===== src/rtl/uart_transmit.sv =====
// uart_transmit: 8N1 UART transmitter fed by a valid/ready byte handshake.
// Define UART_TX_PARITY_EN to insert an even-parity bit between data and stop.
module uart_transmit #(
  parameter int CLK_FREQ = 49_996_800,
  parameter int BAUD     = 9600
) (
  input  logic       clock,
  input  logic       reset,
  input  logic [7:0] dataIn,
  input  logic       send,
  output logic       ready,
  output logic       tx,
  output logic       finished_send
);

  localparam int DIVISOR = CLK_FREQ / BAUD;
  localparam int CW = (DIVISOR > 2) ? $clog2(DIVISOR) : 1;
  localparam logic [CW-1:0] LAST_CNT = CW'(DIVISOR - 1);
  // stop ends one cycle early so the registered ready lines up with the bit end
  localparam logic [CW-1:0] STOP_CNT = CW'(DIVISOR - 2);

  if (DIVISOR < 2) begin : g_div_check
    $error("uart_transmit: CLK_FREQ / BAUD must be at least 2");
  end

`ifdef UART_TX_PARITY_EN
  typedef enum logic [2:0] {
    S_IDLE, S_START, S_DATA, S_PARITY, S_STOP
  } state_t;
`else
  typedef enum logic [1:0] {
    S_IDLE, S_START, S_DATA, S_STOP
  } state_t;
`endif

  state_t        r_state;
  logic [CW-1:0] r_baud;
  logic [2:0]    r_bit;
  logic [7:0]    r_shift;
  logic          r_tx;
  logic          r_ready;
  logic          r_done;

  state_t        w_state_nx;
  logic [CW-1:0] w_baud_nx;
  logic [2:0]    w_bit_nx;
  logic [7:0]    w_shift_nx;
  logic          w_tx_nx;
  logic          w_ready_nx;
  logic          w_done_nx;
  logic          w_bit_end;
  logic          w_accept;

  assign w_bit_end = (r_baud == LAST_CNT);
  assign w_accept  = send && r_ready;

`ifdef UART_TX_PARITY_EN
  logic r_parity;

  always_ff @(posedge clock or posedge reset) begin
    if (reset) begin
      r_parity <= 1'b0;
    end else if (r_state == S_IDLE && w_accept) begin
      r_parity <= ^dataIn;
    end
  end
`endif

  always_ff @(posedge clock or posedge reset) begin
    if (reset) begin
      r_state <= S_IDLE;
      r_baud  <= '0;
      r_bit   <= '0;
      r_shift <= '0;
      r_tx    <= 1'b1;
      r_ready <= 1'b1;
      r_done  <= 1'b0;
    end else begin
      r_state <= w_state_nx;
      r_baud  <= w_baud_nx;
      r_bit   <= w_bit_nx;
      r_shift <= w_shift_nx;
      r_tx    <= w_tx_nx;
      r_ready <= w_ready_nx;
      r_done  <= w_done_nx;
    end
  end

  always_comb begin
    w_state_nx = r_state;
    w_baud_nx  = r_baud + 1'b1;
    w_bit_nx   = r_bit;
    w_shift_nx = r_shift;
    w_tx_nx    = r_tx;
    w_ready_nx = 1'b0;
    w_done_nx  = 1'b0;
    unique case (r_state)
      S_IDLE: begin
        w_baud_nx  = '0;
        w_tx_nx    = 1'b1;
        w_ready_nx = 1'b1;
        if (w_accept) begin
          w_state_nx = S_START;
          w_shift_nx = dataIn;
          w_bit_nx   = '0;
          w_tx_nx    = 1'b0;
          w_ready_nx = 1'b0;
        end
      end
      S_START: begin
        if (w_bit_end) begin
          w_state_nx = S_DATA;
          w_baud_nx  = '0;
          w_tx_nx    = r_shift[0];
        end
      end
      S_DATA: begin
        if (w_bit_end) begin
          w_baud_nx  = '0;
          w_shift_nx = r_shift >> 1;
          w_bit_nx   = r_bit + 3'd1;
          if (r_bit == 3'd7) begin
`ifdef UART_TX_PARITY_EN
            w_state_nx = S_PARITY;
            w_tx_nx    = r_parity;
`else
            w_state_nx = S_STOP;
            w_tx_nx    = 1'b1;
`endif
          end else begin
            w_tx_nx = r_shift[1];
          end
        end
      end
`ifdef UART_TX_PARITY_EN
      S_PARITY: begin
        if (w_bit_end) begin
          w_state_nx = S_STOP;
          w_baud_nx  = '0;
          w_tx_nx    = 1'b1;
        end
      end
`endif
      S_STOP: begin
        w_tx_nx = 1'b1;
        if (r_baud == STOP_CNT) begin
          w_state_nx = S_IDLE;
          w_baud_nx  = '0;
          w_ready_nx = 1'b1;
          w_done_nx  = 1'b1;
        end
      end
      default: begin
        w_state_nx = S_IDLE;
        w_baud_nx  = '0;
        w_tx_nx    = 1'b1;
      end
    endcase
  end

  assign tx            = r_tx;
  assign ready         = r_ready;
  assign finished_send = r_done;

endmodule


===== config.mk =====
export PLATFORM = sky130hd
export DESIGN_NAME = uart_transmit
export DESIGN_NICKNAME = d
export VERILOG_FILES = /design/src/rtl/uart_transmit.sv
export SDC_FILE = /design/constraint.sdc
export NUM_CORES = 1
export LEC_CHECK = 0
export BUFFER_PORTS_ARGS = -buffer_cell sky130_fd_sc_hd__buf_4
export CORE_MARGIN = 2
export CORE_UTILIZATION = 35
export DETAILED_ROUTE_END_ITERATION = 10
export PLACE_DENSITY_LB_ADDON = 0.1
export SLEW_MARGIN = 10
export SYNTH_ARGS = -nofsm -noshare
export SYNTH_HDL_FRONTEND = slang
export SYNTH_SLANG_ARGS = --single-unit
export TNS_END_PERCENT = 5

===== constraint.sdc =====
create_clock -name clock -period 5.5 [get_ports clock]
set_input_delay 1.65 -clock clock [delete_from_list [all_inputs] [get_ports clock]]
set_output_delay 1.65 -clock clock [all_outputs]
set_load 0.01 [all_outputs]

======== Word-level counts from Yosys, hierarchy flattened ========
Index checks and enable logic that the tools add are counted.
word-level totals
  register bits ........................... 29
  input port bits ......................... 11
  output and inout bits ................... 3
  logic and storage cells ................. 50
operators by class
  $add $sub $neg .......................... 2
  eq/ne operators ......................... 11
  mux-type cells .......................... 23
  reductions and logical operators ........ 7
operators with widths
  cell                                                              number
  13-bit case mux with 3 select lines                               1
  13-bit == test (second input constant)                            2
  13-bit 2-to-1 mux                                                 2
  8-bit 2-to-1 mux                                                  2
  8-bit case mux with 2 select lines                                1
  13-bit by 1-bit adder with 13-bit output (second input constant)  1
  2-bit 2-to-1 mux                                                  5
  2-bit != test (second input constant)                             5
  2-bit case mux with 4 select lines                                1
  1-bit 2-to-1 mux                                                  6
  3-bit 2-to-1 mux                                                  2
  3-bit case mux with 2 select lines                                1
  5-bit AND reduction                                               1
  2-bit == test (second input constant)                             2
  1-bit case mux with 4 select lines                                1
  3-bit by 1-bit adder with 3-bit output (second input constant)    1
  3-bit == test (second input constant)                             1
  3-bit AND reduction                                               1
  2-bit by 1-bit == test with 1-bit output (second input constant)  1
  2-bit logical NOT                                                 1
  1-bit case mux with 2 select lines                                1
  2-bit AND reduction                                               1
  2-bit nonzero test                                                1
  2-bit OR reduction                                                1
  1-bit logical AND                                                 1

======== Longest topological paths before layout ========
  depth after elaboration ................. 4
  mapped depth ............................ 7
  depth with buffers taken out ............ 6

======== Worst setup path after synthesis ========
Ideal clock, no wire load.
  path kind ............................... input to register
  start ................................... in send
  end ..................................... reg r_shift[0]
  library setup time ...................... 123 ps
  arrival time ............................ 2440 ps
  required time ........................... 5377 ps
  path slack .............................. 2937 ps
  stages on the path ...................... 4
  path buffers ............................ 1
  cell sequence ........................... a21boi_1 -> or3_1 -> buf_6 -> o221a_1
on the way
  cells in the longest elaborated chain, start to end .. 3
RTL lines
  element                               RTL line  source
  from (decl)                           10        input logic send,
  1-bit logical AND                     55        assign w_accept = send && r_ready;
  2-bit != test (no source line)        n/a
  3-bit AND reduction (no source line)  n/a
  to (signal assigned)                  82        r_shift <= w_shift_nx;
  to (decl)                             39        logic [7:0] r_shift;
No other way between the ends.
A chain may end at the register's enable or synchronous reset.

======== Final worst setup path ========
Ends and elaborated chain as after synthesis.

==> results.json <==
{
  "gp_congestion": 0.706,
  "drive_gt1_share_pct": 18.0,
  "syn-cell-area_um2": 1610,
  "relSlewSlack_pct": 29.1,
  "boundaryPins": 14,
  "min_path_cells": 1,
  "maxCapViolCount": 0,
  "rrSetupSlack_ns": 2.80,
  "synth.yosys.seq_area_share_pct": 45.2,
  "fp.dieH_um": 71.9,
  "ir_drop_v": 0.000124,
  "synth_cell_type_count": 39,
  "dr.pass1.iters": 4,
  "antenna_found_initial": 0,
  "layout_commonest_cell": "dfrtp_1",
  "grt_use_total_pct": 14.8,
  "synth_warnings": 0,
  "synth_edf_count": 0,
  "area_growth_syn_to_layout_pct": 16.6,
  "power_per_cell_area_nw_per_um2": 260,
  "cts_buffers": 5,
  "grt_max_degree": 30,
  "clk_latency_ns": 0.28,
  "crit_required_ns": 5.66,
  "hold_viol": 0,
  "rr_endpoint": "r_shift[0]$_DFFE_PP0P_",
  "async_flop_share_pct": 100,
  "first_global_vias": 1278,
  "wire_per_inst_um": 15.2,
  "dr_total_vias": 1219,
  "status": "complete, no violations",
  "final_nets": 191,
  "grt_first_pass_wirelength_mm": 5.82,
  "path_max_fanout": 13,
  "final.fill_count": 431,
  "post_cts_buffers": 0,
  "synth-seq-cells": 29,
  "placed_area_um2": 1750,
  "wl_mm": 3.40,
  "min_period_ns": 3.01,
  "final-seq-area_um2": 728,
  "final_cell_mix": "27 x dfrtp_1, 26 x nor2_1, 13 x buf_4, 12 x inv_1, 9 x ha_1",
  "rows": 24,
  "cts_sinks": 29,
  "cts_resized": 0,
  "netlist_instances": 156,
  "drt_iter0_drc": 58,
  "whs_ns": 0.483,
  "final_cells": 224,
  "htree_levels": 2,
  "yosysTopAreaCellShare_pct": 41.9,
  "synth_top_area_cell": "dfrtp_1",
  "root_buffer": "clkbuf_8",
  "ant_nets": 0,
  "min_delay_worst_endpoint": "r_bit[0]$_DFFE_PP0P_",
  "synth_area_leaders": "dfrtp_1 42%, ha_1 7.0%, nor2_1 6.1%",
  "rr_worst_depth": 5,
  "diodes": 0,
  "place_inst": 216,
  "path_class": "input pin to flip-flop",
  "cts.clk_slew.worst_paths_ns": 0.07,
  "setup-tns-final_ns": 0,
  "arrival_ns": 3.18,
  "die_area_um2": 5170,
  "cp-end-kind": "flip-flop",
  "timing.rr.start": "r_state[1]$_DFFE_PP0P_",
  "rsz0062_at_grt": "false",
  "hpwlAfterDp_mm": 2.44,
  "critPathLaunchType": "input pin",
  "fmax_mhz": 332,
  "tritoncts": "done",
  "start_util_pct": 36.8,
  "clock_path_buffers": 2,
  "synthFlopType": "dfrtp_1",
  "tightest_slew_ns": 1.06,
  "overflow": 0,
  "leakage_nw": 0.813,
  "hold_buffers": 0,
  "finalCritPeriodShare_pct": 54.8,
  "slew_violations": 0,
  "die_w_um": 71.9,
  "fin_area_um2": 1880,
  "multi_input_area_um2": 807,
  "avgSynthCellArea_um2": 10.3,
  "setup_viol": 0,
  "hold_path.class": "flip-flop to flip-flop",
  "core-area_um2": 4380,
  "drc": 0,
  "worstHoldStart": "r_bit[0]$_DFFE_PP0P_",
  "port-buffer-count": 13,
  "vias_per_cell": 5.44,
  "clock_skew_ns": 0.00928,
  "synth_nets": 176,
  "power_uw": 489
}
## sequential cells by signal, summed over array words and instances (netlist names)
| name | count |
|---|---|
| finished_send | 1 |
| r_baud | 13 |
| r_bit | 3 |
| r_shift | 8 |
| r_state | 2 |
| ready | 1 |
| tx | 1 |
## worst max-delay path, cell delays in order
cell and delay, ns:
buf_4 0.11, a21boi_1 0.75, a21oi_1 0.32, o221a_1 0.34
## routing by layer
| layer | up-vias | share of wire [%] | wire length [um] | track usage, % |
|---|---|---|---|---|
| li1 | 590 | - | - | - |
| met1 | 600 | 47 | 1620 | 19.2 |
| met2 | 25 | 48 | 1630 | 23.7 |
| met3 | 4 | 3.5 | 118 | 4.22 |
| met4 | 0 | 1.0 | 35 | 5.45 |
| met5 | - | 0 | 0 | 0 |
## metrics by stage
stage	setup WS (ns)	utilization, %
2_1_floorplan	2.94	-
3_3_place_gp	2.31	39.8
3_5_place_dp	2.20	39.8
4_1_cts	2.51	42.9
5_1_grt	2.34	42.9
6_report	2.49	42.9
## synth_stat cells, drive strengths merged (2+ instances only)
master	instances
dfrtp	27
nor2	26
inv	13
ha	9
xnor2	8
nor3b	7
o21ai	7
o221a	7
nand3	5
nand4	5
nor3	5
a41oi	3
buf	3
mux2i	3
nand2	3
xor2	3
a2111oi	2
and3	2
clkbuf	2
dfstp	2
o21a	2
o22ai	2
## worst max path at each step
stage,start,cells after the start,end
floorplan,send,4,r_shift[0]$_DFFE_PP0P_
global placement,send,4,r_shift[4]$_DFFE_PP0P_
detailed placement,send,4,r_shift[0]$_DFFE_PP0P_
CTS,send,4,r_shift[4]$_DFFE_PP0P_
global route,send,4,r_shift[2]$_DFFE_PP0P_
finish,send,4,r_shift[0]$_DFFE_PP0P_
## report_power, final
part | internal, mW | switching, mW | total (mW) | leakage (nW)
Sequential | 0.213 | 0 | 0.213 | 0.358
Clock | 0.180 | 0.0862 | 0.266 | 0.0681
Combinational | 0.00450 | 0.00526 | 0.00975 | 0.387
## cell families after synthesis
logic type | synth area share [%]
and+or+nand+nor | 19.5
xor gates and xnor gates | 5.97
muxes | 2.56
DFF | 45.2
adders and majority gates | 6.98
buffers and inverters | 4.81
AOI/OAI and AO/OA | 15.0
## layout make-up
type,instances,share of cell area [%]
clock inverters,3,3.46
well taps,52,3.46
repair buffers,13,5.19
multi-input cells,109,42.9
inverters,13,2.59
flip-flops and latches,29,38.7
clock buffers,5,3.66
(Power assumes the default switching activity.)
